`src/rtl/vga_scan_timing_if.sv`:
```
// Raster scan bundle from vga_scan_timing to its consumers.
//   h_cnt/v_cnt   : pixel and line index
//   hsync/vsync   : active-low sync pulses
//   valid         : counters lie inside the active area
//   pixel_tick    : counters advance at the next clk edge
//   frame_start   : one-clk pulse after the scan wraps to (0,0)
// master = timing generator, slave = renderers / pin drivers.
interface vga_scan_timing_if;
  logic [9:0] h_cnt;
  logic [9:0] v_cnt;
  logic       hsync;
  logic       vsync;
  logic       valid;
  logic       pixel_tick;
  logic       frame_start;

  modport master (
    output h_cnt, v_cnt, hsync, vsync, valid, pixel_tick, frame_start
  );

  modport slave (
    input  h_cnt, v_cnt, hsync, vsync, valid, pixel_tick, frame_start
  );
endinterface

```
`src/rtl/vga_scan_timing.sv`:
```
// VGA raster scan generator.
// Divides clk by CLK_DIV to a pixel rate and produces the horizontal and
// vertical counters, active-low syncs, active-video flag and frame strobe.
// Ports:
//   clk   : system clock
//   rst_n : asynchronous active-low reset
//   scan  : raster outputs (vga_scan_timing_if master modport)
module vga_scan_timing #(
  parameter int unsigned H_ACTIVE = 640,
  parameter int unsigned H_FP     = 16,
  parameter int unsigned H_SYNC   = 96,
  parameter int unsigned H_BP     = 48,
  parameter int unsigned V_ACTIVE = 480,
  parameter int unsigned V_FP     = 10,
  parameter int unsigned V_SYNC   = 2,
  parameter int unsigned V_BP     = 33,
  parameter int unsigned CLK_DIV  = 4
) (
  input  logic               clk,
  input  logic               rst_n,
  vga_scan_timing_if.master  scan
);

  localparam int unsigned H_TOTAL = H_ACTIVE + H_FP + H_SYNC + H_BP;
  localparam int unsigned V_TOTAL = V_ACTIVE + V_FP + V_SYNC + V_BP;
  localparam int unsigned DIV_W   = (CLK_DIV > 1) ? $clog2(CLK_DIV) : 1;

  localparam logic [DIV_W-1:0] DIV_LAST = DIV_W'(CLK_DIV - 1);
  localparam logic [9:0] H_LAST     = 10'(H_TOTAL - 1);
  localparam logic [9:0] V_LAST     = 10'(V_TOTAL - 1);
  localparam logic [9:0] H_ACT      = 10'(H_ACTIVE);
  localparam logic [9:0] V_ACT      = 10'(V_ACTIVE);
  localparam logic [9:0] H_SYNC_BEG = 10'(H_ACTIVE + H_FP);
  localparam logic [9:0] H_SYNC_END = 10'(H_ACTIVE + H_FP + H_SYNC);
  localparam logic [9:0] V_SYNC_BEG = 10'(V_ACTIVE + V_FP);
  localparam logic [9:0] V_SYNC_END = 10'(V_ACTIVE + V_FP + V_SYNC);

  logic [DIV_W-1:0] div_q, div_d;
  logic [9:0]       h_q, h_d;
  logic [9:0]       v_q, v_d;
  logic             hsync_q, hsync_d;
  logic             vsync_q, vsync_d;
  logic             valid_q, valid_d;
  logic             frame_q, frame_d;
  logic             tick;

  // With CLK_DIV=1 div is stuck at 0 == DIV_LAST, so tick is 1 even in reset.
  assign tick = (div_q == DIV_LAST);

  always_comb begin
    div_d   = tick ? '0 : div_q + 1'b1;
    h_d     = h_q;
    v_d     = v_q;
    frame_d = 1'b0;
    if (tick) begin
      if (h_q == H_LAST) begin
        h_d = '0;
        if (v_q == V_LAST) begin
          v_d     = '0;
          frame_d = 1'b1;
        end else begin
          v_d = v_q + 1'b1;
        end
      end else begin
        h_d = h_q + 1'b1;
      end
    end
    // Decode from next-state counters so the registered flags line up
    // with the counter values they describe.
    hsync_d = !((h_d >= H_SYNC_BEG) && (h_d < H_SYNC_END));
    vsync_d = !((v_d >= V_SYNC_BEG) && (v_d < V_SYNC_END));
    valid_d = (h_d < H_ACT) && (v_d < V_ACT);
  end

  always_ff @(posedge clk or negedge rst_n) begin
    if (!rst_n) begin
      div_q   <= '0;
      h_q     <= '0;
      v_q     <= '0;
      hsync_q <= 1'b1;
      vsync_q <= 1'b1;
      valid_q <= 1'b0;
      frame_q <= 1'b0;
    end else begin
      div_q   <= div_d;
      h_q     <= h_d;
      v_q     <= v_d;
      hsync_q <= hsync_d;
      vsync_q <= vsync_d;
      valid_q <= valid_d;
      frame_q <= frame_d;
    end
  end

  assign scan.h_cnt       = h_q;
  assign scan.v_cnt       = v_q;
  assign scan.hsync       = hsync_q;
  assign scan.vsync       = vsync_q;
  assign scan.valid       = valid_q;
  assign scan.pixel_tick  = tick;
  assign scan.frame_start = frame_q;

endmodule

```
`src/flat_wrapper.sv`:
```
// flat-port wrapper written by rule: the top's interface ports become plain ports
module vga_scan_timing_flat 
#(
  parameter int unsigned H_ACTIVE = 640,
  parameter int unsigned H_FP     = 16,
  parameter int unsigned H_SYNC   = 96,
  parameter int unsigned H_BP     = 48,
  parameter int unsigned V_ACTIVE = 480,
  parameter int unsigned V_FP     = 10,
  parameter int unsigned V_SYNC   = 2,
  parameter int unsigned V_BP     = 33,
  parameter int unsigned CLK_DIV  = 4
)
  (clk, rst_n, scan_h_cnt, scan_v_cnt, scan_hsync, scan_vsync, scan_valid, scan_pixel_tick, scan_frame_start);
  vga_scan_timing_if scan_i ();
  input  logic clk;
  input  logic rst_n;
  output wire logic [$bits(scan_i.h_cnt)-1:0] scan_h_cnt;
  output wire logic [$bits(scan_i.v_cnt)-1:0] scan_v_cnt;
  output wire logic [$bits(scan_i.hsync)-1:0] scan_hsync;
  output wire logic [$bits(scan_i.vsync)-1:0] scan_vsync;
  output wire logic [$bits(scan_i.valid)-1:0] scan_valid;
  output wire logic [$bits(scan_i.pixel_tick)-1:0] scan_pixel_tick;
  output wire logic [$bits(scan_i.frame_start)-1:0] scan_frame_start;
  assign scan_h_cnt = scan_i.h_cnt;
  assign scan_v_cnt = scan_i.v_cnt;
  assign scan_hsync = scan_i.hsync;
  assign scan_vsync = scan_i.vsync;
  assign scan_valid = scan_i.valid;
  assign scan_pixel_tick = scan_i.pixel_tick;
  assign scan_frame_start = scan_i.frame_start;
  vga_scan_timing #(.H_ACTIVE(H_ACTIVE), .H_FP(H_FP), .H_SYNC(H_SYNC), .H_BP(H_BP), .V_ACTIVE(V_ACTIVE), .V_FP(V_FP), .V_SYNC(V_SYNC), .V_BP(V_BP), .CLK_DIV(CLK_DIV)) u_core (.clk(clk), .rst_n(rst_n), .scan(scan_i));
endmodule
```
`config.mk`:
```
export PLATFORM = sky130hd
export DESIGN_NAME = vga_scan_timing_flat
export DESIGN_NICKNAME = d
export VERILOG_FILES = /design/src/rtl/vga_scan_timing_if.sv /design/src/rtl/vga_scan_timing.sv /design/src/flat_wrapper.sv
export SDC_FILE = /design/constraint.sdc
export NUM_CORES = 1
export LEC_CHECK = 0
export ABC_AREA = 1
export CAP_MARGIN = 30
export CORE_MARGIN = 2
export CORE_UTILIZATION = 45
export DETAILED_ROUTE_END_ITERATION = 10
export PLACE_DENSITY_LB_ADDON = 0.3
export SETUP_SLACK_MARGIN = 0.1
export SLEW_MARGIN = 10
export SYNTH_ARGS = -nofsm -noshare
export SYNTH_HDL_FRONTEND = slang
export SYNTH_SLANG_ARGS = --single-unit
```
`constraint.sdc`:
```
create_clock -name clk -period 1.85 [get_ports clk]
set_input_delay 0.37 -clock clk [delete_from_list [all_inputs] [get_ports clk]]
set_output_delay 0.37 -clock clk [all_outputs]
set_load 0.03 [all_outputs]
```
Yosys cells after proc, flatten, opt, wreduce, memory -nomap -nowiden
Index checks and enable logic that the tools add are counted.
Widths: inputs -> output; s select.
{ "totals": {"regBits": 26, "out_inout_bits": 25} }
{ "op_classes": {"n_addsub": 3, "order_cmp": 6, "n_eq_ne": 3, "mux": 9, "reduce_logical": 5} }
{ "op_table": {"columns": ["op", "n"], "rows": [
  ["$mux 10", 5],
  ["$add 10x1->10 const B", 2],
  ["$eq 10x10->1 const B", 2],
  ["$lt 10x10->1 const B", 2],
  ["$lt 10x9->1 const B", 2],
  ["$ge 10x10->1 const B", 1],
  ["$ge 10x9->1 const B", 1],
  ["$logic_and 1x1->1", 3],
  ["$mux 1", 3],
  ["$add 2x1->2 const B", 1],
  ["$eq 2x2->1 const B", 1],
  ["$logic_not 1->1", 2],
  ["$mux 2", 1]
]} }

Depth between registers and ports, before layout
Gate-level depths: netlist of the first run.
{ "logic_depth": {"word_depth": 7, "depth_mapped": 14} }

Least setup slack after synthesis of the first run
Ideal clock, no wire load.
{ "synth_path": {"path_kind": "register to register", "start": "register u_core.div_q[0]", "end": "register u_core.valid_q, in the netlist u_core.scan.valid", "t_arrival_ns": 1.756, "required_time_ns": 1.735, "setup_slack_ns": -0.021, "stages_incl_launch_ff": 14, "cell_sequence": "dfrtp_1 > ha_1 > buf_4 > nand2_1 > nor2_1 > nand3_1 > nor2_1 > nand2_1 > nand2_1 > nand2_1 > nand2_1 > nand2_1 > nand2_1 > nor2_1"} }
{ "synth_between": {"elab_chain_cells": 4, "word_cells_on_any_way": 6, "cone_classes": "2 x order compare; 1 x eq/ne; 2 x mux; 1 x reduce/logical"} }
{ "synth_lines": {"columns": ["item", "line", "rtl"], "rows": [
  ["start: declaration", "vga_scan_timing.sv:38", "logic [DIV_W-1:0] div_q, div_d;"],
  ["start signal: assignment", "vga_scan_timing.sv:85", "div_q <= div_d;"],
  ["$eq 2x2->1 *", "vga_scan_timing.sv:48", "assign tick = (div_q == DIV_LAST);"],
  ["net scan_pixel_tick", "flat_wrapper.sv:23", "output wire logic [$bits(scan_i.pixel_tick)-1:0] scan_pixel_tick;"],
  ["$mux 10", "vga_scan_timing.sv:55", "if (tick) begin"],
  ["$lt 10x10->1 or $lt 10x9->1 (tied branches)", "vga_scan_timing.sv:72", "valid_d = (h_d < H_ACT) && (v_d < V_ACT);"],
  ["$logic_and 1x1->1 *", "vga_scan_timing.sv:72", null],
  ["net u_core.valid_d", "vga_scan_timing.sv:43", "logic valid_q, valid_d;"],
  ["end signal: assignment", "vga_scan_timing.sv:90", "valid_q <= valid_d;"],
  ["end: declaration", "vga_scan_timing.sv:43", null]
]} }
The timed path passes the listed nets; every way through them passes the cells marked *.

Final worst setup path of the first run
{ "layout_path": {"start": "register u_core.h_q[1], in the netlist u_core.scan.h_cnt[1]", "end": "register u_core.valid_q, in the netlist u_core.scan.valid"} }
{ "layout_between": {"elab_chain_cells": 5, "word_cells_on_any_way": 9, "cone_classes": "1 x add/sub; 2 x order compare; 1 x eq/ne; 4 x mux; 1 x reduce/logical"} }
{ "layout_lines": {"columns": ["item", "line", "rtl"], "rows": [
  ["start: declaration", "vga_scan_timing.sv:39", "logic [9:0] h_q, h_d;"],
  ["start signal: assignment", "vga_scan_timing.sv:78", "h_q <= '0;"],
  ["start signal: assignment", "vga_scan_timing.sv:86", "h_q <= h_d;"],
  ["$add 10x1->10 or $eq 10x10->1 (tied branches)", "vga_scan_timing.sv:65, vga_scan_timing.sv:56", null],
  ["$mux 10", "vga_scan_timing.sv:56", "if (h_q == H_LAST) begin"],
  ["$mux 10", "vga_scan_timing.sv:55", null],
  ["$lt 10x10->1 or $lt 10x9->1 (tied branches)", "vga_scan_timing.sv:72", null],
  ["$logic_and 1x1->1 *", "vga_scan_timing.sv:72", null],
  ["net u_core.valid_d", "vga_scan_timing.sv:43", null]
]} }
Marked as above.

==> flow_summary.yaml, run 1 <==
run_status:
  status: "finished clean"
global_routing:
  antenna_found_initial: 0
  grt_use_total_pct: 18.8
  grt_pass1_wl_mm: 5.91
  grt_max_degree: 27
  grt_pass1_vias: 1320
  globalRouteOverflowTotal: 0
job:
  max_cap_viol_count: 0
sta:
  fmax_ghz: 0.578
  final-max-slew-violation-count: 0
  fin_crit_sh_pct: 93.5
  fin_crit_ns: 1.73
  hold_viol_final: 0
  worst_pin_slew_ns: 0.328
  rsz0062_at_grt: "yes"
  maxSlewHeadroom_pct: 78.1
  skew_ns: 0.00462
  holdWs_ns: 0.379
  setup_viol: 0
  tns_ns: 0
yosys:
  synth-seq-cells: 26
  synth_ff_type: "dfrtp_1"
  synth.avg_cell_area_sq_um: 7.48
  synthDistinctLibCells: 28
  synth_area_leader_cell: "dfrtp_1"
  synth_top_cell_area_share_pct: 38.2
  syn_area_sq_mm: 0.00157
  ys_seq_area_share_pct: 41.6
  synth_top_cells_by_area: "dfrtp_1, nand2_1, inv_1, nor2_1, nand3_1"
  yosysMostFrequentCell: "nand2_1"
  synth_common_cells: "nand2_1, inv_1, dfrtp_1, nor2_1, nand3_1"
  synth_nets: 216
  async_reset_ff_share_pct: 100
  yosys_warnings: 0
  synth_edf_count: 0
  synth_cells: 210
drt:
  wl_met3_um: 156
  drc: 0
  dr.max_layer_used: "met4"
  wl_met2_mm: 1.74
  drtIter0Drc: 34
  wl_per_cell_um: 12.3
  viasPerCell: 4.70
  met1_length_mm: 1.75
  num_vias: 1411
  ant_nets: 0
  first_pass_iters: 4
  finalWirelength_mm: 3.68
clock_network:
  cts_root_buf: "clkbuf_4"
  cts_buffer_depth: 2
  cts_sinks: 26
  insertion_delay_ns: 0.33
  clk_pin_slew_ns: 0.14
  cts_tree: "yes"
  numCtsBuffers: 3
  htree_num_levels: 1
worst_setup_path:
  cp.required_ns: 2.09
  r2r_setup_slack_ns: 0.12
  critPathMaxFanout: 7
  cp.arrival_ns: 1.97
  cp-end-kind: "flip-flop"
  r2r-end: "u_core.scan.valid$_DFF_PN0_"
  critPathLaunch: "u_core.scan.h_cnt[1]$_DFF_PN0_"
  reg2reg_depth: 12
  path_class: "reg2reg"
  startpoint_type: "flip-flop"
  timing.rr.start: "u_core.scan.h_cnt[1]$_DFF_PN0_"
  endpoint: "u_core.scan.valid$_DFF_PN0_"
power_and_ir_drop:
  ir_worst_vdd_uv: 479
  pwr_density_cell_mw_per_mm2: 458
  p_leak_uw: 0.00116
placed_design:
  placed_area_sq_mm: 0.00193
  port_buffers: 26
  numPlacedInstances: 285
  dp_hpwl_mm: 2.64
  globalplace.congestion: 0.852
finish:
  design_area_sq_mm: 0.00214
  fin_nets: 261
  syn_to_final_growth_pct: 36.2
  layout-drive-gt1-share_pct: 25.2
  final_util_pct: 64.1
  n_antenna_cell: 0
  finalNonFillerCells: 300
die:
  initial_core_util_pct: 47.1
  rows: 21
  io_pins: 27
  die_area_sq_mm: 0.00398
  die_width_um: 63.1
  die_h_um: 63.1
  core_sq_mm: 0.00334
worst_hold_path:
  hold_path_class: "in2async"
==> per-stage QoR <==
| stage | setup WS (ns) | power (uW) |
|---|---|---|
| final | 0.121 | 979 |
| after detailed placement | 0.0953 | 594 |
| after global placement | 0.152 | 594 |
| after floorplan | 0.138 | 579 |
| after CTS | 0.103 | 991 |
| after global routing | -0.0347 | 1020 |
==> power breakdown <==
part           total [uW]  internal (uW)  switching (uW)  leakage, uW
sequential            569            569               0     0.000328
combinational        14.0           3.23            10.8     0.000800
clock                 397            219             177    0.0000279
==> area by class of cell <==
type                            instances  area, sq um
Clock inverter                          1         30.0
Fill cell                             322         1200
Clock buffer                            3         22.5
Tap cell                               46         57.6
Multi-Input combinational cell        149          883
Timing Repair Buffer                   42          362
Inverter                               33          124
Sequential cell                        26          659
==> registers in the layout, indices dropped and copies added (netlist names) <==
name	flops
u_core.scan.frame_start	1
u_core.scan.valid	1
u_core.scan.h_cnt	10
u_core.div_q	2
u_core.scan.hsync	1
u_core.scan.v_cnt	10
u_core.scan.vsync	1
==> layout by cell type, fill, tap and decap left out, types with 2 or more instances in the layout <==
cell type,synthesis,final
nor3_1,3,3
o21ai_2,1,2
nand2_4,1,2
buf_4,1,15
nor2_4,5,6
dfrtp_2,0,5
inv_1,32,30
clkbuf_4,0,3
nand4_1,5,5
nor2_1,24,18
ha_4,0,4
dlymetal6s2s_1,0,2
o21ai_0,4,3
nand3_1,16,15
nand2_2,2,8
nor2_2,1,6
nand2_1,71,64
dfrtp_1,24,19
dfstp_2,2,2
dlygate4sd2_1,0,22
nand3_2,1,2
inv_2,1,3
xor2_1,3,3
==> repair_timing <==
| item | in CTS | in global routing |
|---|---|---|
| endpoints found under the setup margin | 24 | 7 |
| hold buffers | 0 | 0 |
| buffers inserted | 1 | 10 |
| resized for setup | 23 | 33 |
| pin swaps | 0 | 19 |
| cloned | 0 | 0 |
==> worst min-delay path by stage <==
stage | slack, ns | end | start
2_1_floorplan | 0.07 | u_core.div_q[0]$_DFF_PN0_ | rst_n
6_report | 0.38 | u_core.scan.h_cnt[4]$_DFF_PN0_ | rst_n
4_1_cts | 0.39 | u_core.scan.h_cnt[8]$_DFF_PN0_ | rst_n
3_5_place_dp | 0.49 | u_core.div_q[0]$_DFF_PN0_ | u_core.div_q[0]$_DFF_PN0_
3_3_place_gp | 0.48 | u_core.div_q[0]$_DFF_PN0_ | u_core.div_q[0]$_DFF_PN0_
5_1_grt | 0.41 | u_core.scan.h_cnt[4]$_DFF_PN0_ | rst_n
==> critical path: stages, from the launching register on <==
cell and delay, ns:
dfrtp_2 0.43, ha_4 0.16, nand2_4 0.05, nor2_4 0.16, nand3_4 0.17, nor2_4 0.17
nand2_1 0.07, nand2_1 0.09, nand2_2 0.08, nor2_2 0.08, nand2_1 0.07, nand2_1 0.07
nor2_1 0.04
==> kinds of logic after synthesis <==
logic type | after synthesis | synth area share (%)
adders and majority gates | 4 | 3.19
and+or+nand+nor | 133 | 40.6
DFF | 26 | 41.6
AOI/OAI and AO/OA | 8 | 3.82
buffers and inverters | 35 | 8.61
xor gates and xnor gates | 4 | 2.23
==> metal layers <==
| layer | up-vias | track usage (%) |
|---|---|---|
| li1 | 728 | - |
| met1 | 655 | 25.8 |
| met2 | 23 | 29.5 |
| met3 | 5 | 4.82 |
| met4 | 0 | 4.72 |
| met5 | - | 0 |
No activity file was read; power rests on OpenSTA's default activity.
==> inputs of run 2 (changes only) <==
Settings changed: SETUP_SLACK_MARGIN 0.1 to not set.
==> flow_summary.yaml, run 2 (synthesis gave the netlist of run 1 again) <==
run_status:
  status: "finished clean"
global_routing:
  grt_max_degree: 27
  grt_pass1_vias: 1223
  grt_use_total_pct: 17.8
  antenna_found_initial: 0
  globalRouteOverflowTotal: 0
  grt_pass1_wl_mm: 5.60
worst_setup_path:
  startpoint_type: "flip-flop"
  critPathLaunch: "u_core.div_q[0]$_DFF_PN0_"
  reg2reg_depth: 12
  r2r_setup_slack_ns: 0.14
  timing.rr.start: "u_core.scan.h_cnt[0]$_DFF_PN0_"
  cp.required_ns: 1.48
  cp.arrival_ns: 1.37
  path_class: "reg2out"
  r2r-end: "u_core.scan.valid$_DFF_PN0_"
  critPathMaxFanout: 6
  cp-end-kind: "output pin"
  endpoint: "scan_pixel_tick"
power_and_ir_drop:
  p_leak_uw: 0.00116
  p_total_uw: 834
  ir_worst_vdd_uv: 233
  pwr_density_cell_mw_per_mm2: 428
sta:
  final-max-slew-violation-count: 0
  skew_ns: 0.00735
  rsz0062_at_grt: "yes"
  fin_crit_ns: 1.74
  fin_crit_sh_pct: 93.8
  setup_viol: 0
  fmax_ghz: 0.576
  hold_viol_final: 0
  maxSlewHeadroom_pct: 78.0
  worst_pin_slew_ns: 0.330
die:
  rows: 21
  initial_core_util_pct: 47.1
  io_pins: 27
  die_area_sq_mm: 0.00398
  core_sq_mm: 0.00334
  die_width_um: 63.1
  die_h_um: 63.1
drt:
  num_vias: 1351
  drtIter0Drc: 71
  ant_nets: 0
  first_pass_iters: 4
  drc: 0
  finalWirelength_mm: 3.17
  wl_per_cell_um: 11.0
  viasPerCell: 4.69
placed_design:
  port_buffers: 26
  globalplace.congestion: 0.859
  placed_area_sq_mm: 0.00191
  dp_hpwl_mm: 2.41
  numPlacedInstances: 284
clock_network:
  hold_buffers: 0
  cts_root_buf: "clkbuf_4"
  cts_buffer_depth: 2
  cts_tree: "yes"
  clk_pin_slew_ns: 0.15
  numCtsBuffers: 3
  insertion_delay_ns: 0.33
  htree_num_levels: 1
  cts_sinks: 26
finish:
  syn_to_final_growth_pct: 24.1
  fillers: 319
  layout-drive-gt1-share_pct: 12.4
  fin_nets: 250
  finalNonFillerCells: 288
  final_common_cell: "nand2_1"
  design_area_sq_mm: 0.00195
  final_cell_mix: "nand2_1, inv_1, dfrtp_1"
  n_antenna_cell: 0
job:
  max_cap_viol_count: 0
worst_hold_path:
  hold_path_class: "in2async"
==> run 2: changes by cell type in the layout (fill, tap and decap cells not counted), moves of 3 or more <==
cell            previous run  this run
dlygate4sd2_1             22        15
ha_4                       4         0
nor2_1                    18        22
buf_4                     15         5
nand2_1                   64        71
dlymetal6s2s_1             2         8
nor2_2                     6         3
nand2_2                    8         2
dfrtp_2                    5         0
dfrtp_1                   19        24
==> run 2: worst max-delay path, stage by stage (launching register included) <==
cell and delay [ns]:
dfrtp_1 0.38, ha_2 0.23, dlygate4sd2_1 0.43
==> run 2: area by class of cell <==
| type | instances | area [sq um] | share of cell area, % |
|---|---|---|---|
| clock buffer | 3 | 22.5 | 1.16 |
| inverter | 33 | 124 | 6.36 |
| multi-input combinational | 149 | 792 | 40.7 |
| sequential | 26 | 653 | 33.5 |
| tap | 46 | 57.6 | 2.95 |
| timing repair buffer | 31 | 299 | 15.4 |
==> run 2: timing repair <==
item / in CTS / in global routing
setup endpoints to repair: 15 / 9
pin swaps: 0 / 1
resized for setup: 15 / 12
buffers inserted: 0 / 1
==> run 2: power by group <==
group	internal (uW)	switching [uW]
Sequential	569	0
Clock	76.5	175
Combinational	3.23	10.6
==> run 2: worst min path at each step <==
stage,endpoint,startpoint,slack [ns],cells after the start
after floorplan,u_core.div_q[0]$_DFF_PN0_,rst_n,0.07,0
after global placement,u_core.div_q[0]$_DFF_PN0_,u_core.div_q[0]$_DFF_PN0_,0.42,1
after detailed placement,u_core.div_q[0]$_DFF_PN0_,u_core.div_q[0]$_DFF_PN0_,0.43,1
after CTS,u_core.scan.h_cnt[8]$_DFF_PN0_,rst_n,0.40,2
after global routing,u_core.scan.valid$_DFF_PN0_,rst_n,0.40,2
final,u_core.scan.valid$_DFF_PN0_,rst_n,0.38,2
==> run 2: metrics by stage <==
| stage | util [%] | hold WS (ns) | TNS (ns) | worst slack, ns |
|---|---|---|---|---|
| floorplan | - | 0.0744 | 0 | 0.0616 |
| global placement | 57.2 | 0.417 | 0 | 0.0382 |
| detailed placement | 57.2 | 0.431 | 0 | 0.0634 |
| CTS | 57.3 | 0.399 | 0 | 0.000972 |
| global route | 58.4 | 0.401 | -0.0520 | -0.0430 |
| finish | 58.4 | 0.384 | 0 | 0.114 |
==> run 2: layer usage <==
layer	share of wire, %	vias up	track usage (%)	wire length (um)
met4	1.5	0	6.67	49
met1	52	619	26.0	1660
li1	-	712	-	-
met5	0	-	0	0
met2	43	15	26.3	1370
met3	2.6	5	2.86	82
==> variant 1 (config.mk and constraints of run 1) <==
Reset style: synchronous (`rst_n`), changed in one clocked block. Comments in the files are not updated.
--- a/src/rtl/vga_scan_timing.sv
+++ b/src/rtl/vga_scan_timing.sv
@@ -72,7 +72,7 @@
     valid_d = (h_d < H_ACT) && (v_d < V_ACT);
   end
 
-  always_ff @(posedge clk or negedge rst_n) begin
+  always_ff @(posedge clk) begin
     if (!rst_n) begin
       div_q   <= '0;
       h_q     <= '0;
Formal check against the unedited RTL: differs if rst_n is asserted again (counterexample within 4 cycles, from zero or initial values and one cycle with rst_n low); with rst_n held inactive, the same outputs for 10 cycles.
==> variant 1 against run 1 <==
Final area fell by 12%. Count of clock-buffer cells in the layout is 1 higher. Non-clock buffer count decreased by 5. Synthesized area decreased by 10%. Sequential cell count did not move. Routed wire length fell by 13%. Via count up 0.50%. Worst setup slack better by 0.045 ns. Maximum frequency grew 2.7%. Critical path type is now reg2out.
Power is not compared: it rests on default switching activity, and its combinational part moved more than twofold at a synthesized area within 25%.
==> variant 1: results (changes against run 1) <==
* Area contributors post-synth: dfxtp_1 (37%), nand2_1 (13%), nand3_1 (8.1%) (was dfrtp_1 (38%), nand2_1 (17%), inv_1 (7.6%))
* Via count at 1418 (was 1411)
* CP delay by family, top: buffers and inverters (was simple AND/OR/NAND/NOR gates)
* Vias in the first global route at 1280 (was 1320)
* Detail-routed net length per standard cell at 11.2 um (was 12.3 um)
* Start of the worst register-to-register path: u_core.scan.h_cnt[0] (was u_core.scan.h_cnt[1])
* Multi-input gate count at 148 (was 149)
* Seq/Total Area, Yosys at 36.8% (was 41.6%)
* Status: finished clean (unchanged)
* Final HPWL DP at 2.37 mm (was 2.64 mm)
* All-Layer GR Usage at 20.1% (was 18.8%)
* Critical path startpoint: u_core.scan.valid (was u_core.scan.h_cnt[1])
* Mapped Nets at 209 (was 216)
* CP max stage delay at 0.66 ns (was 0.43 ns)
* Initial drt markers at 82 (was 34)
* Non-clock buffer total of the final layout at 37 (was 42)
* Post-synthesis compound-gate area fraction at 3.37% (was 3.82%)
* Met1 usage at 25.7% (was 25.8%)
* Met3 usage at 3.25% (was 4.82%)
* CP max stage cell: clkdlybuf4s50_1 (was dfrtp_2)
* Layout cells sized above 1 at 18.2% (was 25.2%)
* Adder-cell share of the synthesized area at 3.54% (was 3.19%)
* Post-CTS Setup Inserts at 2 (was 1)
* Count of cell types in the netlist at 24 (was 28)
* Met3 Wirelength at 146 um (was 156 um)
* Final-layout clock-cell area share at 1.93% (was 2.46%)
* Inverters at 27 (was 33)
* Syn_area_per_cell at 6.96 um^2 (was 7.48 um^2)
* Signal buf overhead at 17.3% (was 16.9%)
* Hold Crit Class: reg2reg (was in2async)
* Post-layout nets at 249 (was 261)
* Fraction of registers with async set/reset at 0% (was 100%)
* Routed wl met2 at 1.59 mm (was 1.74 mm)
* Fillers at 289 (was 322)
* Worst Setup EP: scan_valid (was u_core.scan.valid)
* Clk_skew at 0.0116 ns (was 0.00462 ns)
-- variant 1: cell count changes after synthesis, moves of 6 or more --
cell	run 1	this run
dfrtp_1	24	0
inv_1	32	26
nand3_1	16	23
nand2_1	71	48
dfxtp_1	0	26
-- variant 1: logic make-up (layout without fill, tap and decap cells) --
kind of cell / count (synthesis) / in the layout
AO/OA/AOI/OAI: 8 / 8
flip-flops: 26 / 26
buffers and inverters: 29 / 68
AND/OR/NAND/NOR: 132 / 132
adder cells (fa/ha/maj): 4 / 4
XOR/XNOR: 4 / 4
-- variant 1: report_power, final --
group / switching (uW) / total [uW] / internal (uW)
Clock: 165 / 285 / 120
Sequential: 6.97 / 576 / 569
Combinational: 38.4 / 64.6 / 26.2
-- variant 1: metrics by stage --
step	setup WS [ns]	area, um^2	total power (uW)
2_1_floorplan	0.122	1420	620
3_3_place_gp	0.109	1770	645
3_5_place_dp	0.0838	1770	645
4_1_cts	0.0763	1810	935
5_1_grt	0.0402	1880	976
6_report	0.166	1880	926
==> variant 2 (settings of run 1) <==
Without the edit above. `CLK_DIV` is set to 4 in 2 places; all go to 8.
--- a/src/rtl/vga_scan_timing.sv
+++ b/src/rtl/vga_scan_timing.sv
@@ -14,7 +14,7 @@
   parameter int unsigned V_FP     = 10,
   parameter int unsigned V_SYNC   = 2,
   parameter int unsigned V_BP     = 33,
-  parameter int unsigned CLK_DIV  = 4
+  parameter int unsigned CLK_DIV  = 8
 ) (
   input  logic               clk,
   input  logic               rst_n,
--- a/src/flat_wrapper.sv
+++ b/src/flat_wrapper.sv
@@ -9,7 +9,7 @@
   parameter int unsigned V_FP     = 10,
   parameter int unsigned V_SYNC   = 2,
   parameter int unsigned V_BP     = 33,
-  parameter int unsigned CLK_DIV  = 4
+  parameter int unsigned CLK_DIV  = 8
 )
   (clk, rst_n, scan_h_cnt, scan_v_cnt, scan_hsync, scan_vsync, scan_valid, scan_pixel_tick, scan_frame_start);
   vga_scan_timing_if scan_i ();
Behaviour: not the same (Yosys sat finds a counterexample within 4 cycles, from zero or initial values and one cycle with rst_n low).
==> variant 2 against run 1 <==
Final cell count rose by 2.7%. Routed wire length down 5.0%. Sequential cell count rose by 1. Clock power down 34%. Combinational power rose by 3%. Synthesized area rose by 0.48%. Final area is 0.94% lower. Synthesized cell count is 2.4% higher. Register-to-register slack improved by 0.06 ns. Total power decreased by 11%. Worst setup slack worse by 0.0054 ns. Non-clock buffer count increased by 3. Sequential share of layout area up 1.4 points. Largest power group unchanged.
==> variant 2: results (changes against run 1) <==
* Status: finished clean (unchanged)
* Clk_skew at 0.00206 ns (was 0.00462 ns)
* Global placement routability congestion at 0.846 (was 0.852)
* Met2 Use GR at 31.0% (was 29.5%)
* Initial drt markers at 76 (was 34)
* Non-clock buffer total of the final layout at 45 (was 42)
* FF+latch area at 682 um^2 (was 659 um^2)
* Worst Setup EP: scan_pixel_tick (was u_core.scan.valid)
* Rel. slew slack at 77.0% (was 78.1%)
* Top post-synthesis cells by count: nand2_1 (63), inv_1 (41), dfrtp_1 (25) (was nand2_1 (71), inv_1 (32), dfrtp_1 (24), nor2_1 (24), nand3_1 (16))
* Power share of the clock group at 30.4% (was 40.5%)
* Sw frac at 22.3% (was 19.2%)
* Worst IR Drop VDD at 0.000263 V (was 0.000479 V)
* Seq/Total Area, Yosys at 43.0% (was 41.6%)
* Final-layout clock-cell area share at 1.30% (was 2.46%)
* All-Layer GR Usage at 17.9% (was 18.8%)
* Routed wl met2 at 1.73 mm (was 1.74 mm)
* Worst slack, placed at 0.0786 ns (was 0.0953 ns)
* Wire length on met1 at 1.56 mm (was 1.75 mm)
* R2R depth at 10 (was 12)
* Via count at 1492 (was 1411)
* CP delay by family, top: flip-flops (was simple AND/OR/NAND/NOR gates)
* Yosys top cell area share at 39.7% (was 38.2%)
* Arr. time, crit path at 1.36 ns (was 1.97 ns)
* Critical path startpoint: u_core.div_q[0] (was u_core.scan.h_cnt[1])
* CP max stage delay at 0.41 ns (was 0.43 ns)
* Count of cell types in the netlist at 24 (was 28)
* P_comb at 14.4 uW (was 14.0 uW)
* Largest net degree at the start of global routing at 28 (was 27)
* Final Util at 63.0% (was 64.1%)
* Met3 Wirelength at 137 um (was 156 um)
* Seq_cells at 27 (was 26)
* Detail-routed net length per standard cell at 11.4 um (was 12.3 um)
* Met3 usage at 3.04% (was 4.82%)
* Layout cells sized above 1 at 20.2% (was 25.2%)
* Met1 usage at 22.8% (was 25.8%)
* Dpl cells at 297 (was 285)
## variant 2: logic make-up (layout without fill, tap and decap cells)
logic type      count (synthesis)  after routing  share of synthesized area [%]
simple gates                  128            128                           37.5
buf+inv                        43             90                           10.9
flops                          27             27                           43.0
compound gates                  9              9                           3.01
fa+ha+maj                       5              5                           3.97
xor+xnor                        3              3                           1.67
## variant 2: repair_timing
item | CTS | global route
setup endpoints to repair | 25 | 8
buffers inserted | 2 | 5
pin swaps | 2 | 17
hold buffers | 0 | 0
gates resized for setup | 27 | 23
cloned | 0 | 0
## variant 2: worst min-delay path by stage
stage	start	endpoint	slack [ns]
floorplan	rst_n	u_core.div_q[0]	0.07
global placement	u_core.div_q[0]	u_core.div_q[0]	0.42
detailed placement	u_core.div_q[0]	u_core.div_q[0]	0.42
CTS	rst_n	u_core.scan.v_cnt[3]	0.40
global route	rst_n	u_core.scan.v_cnt[3]	0.39
finish	rst_n	u_core.div_q[2]	0.38
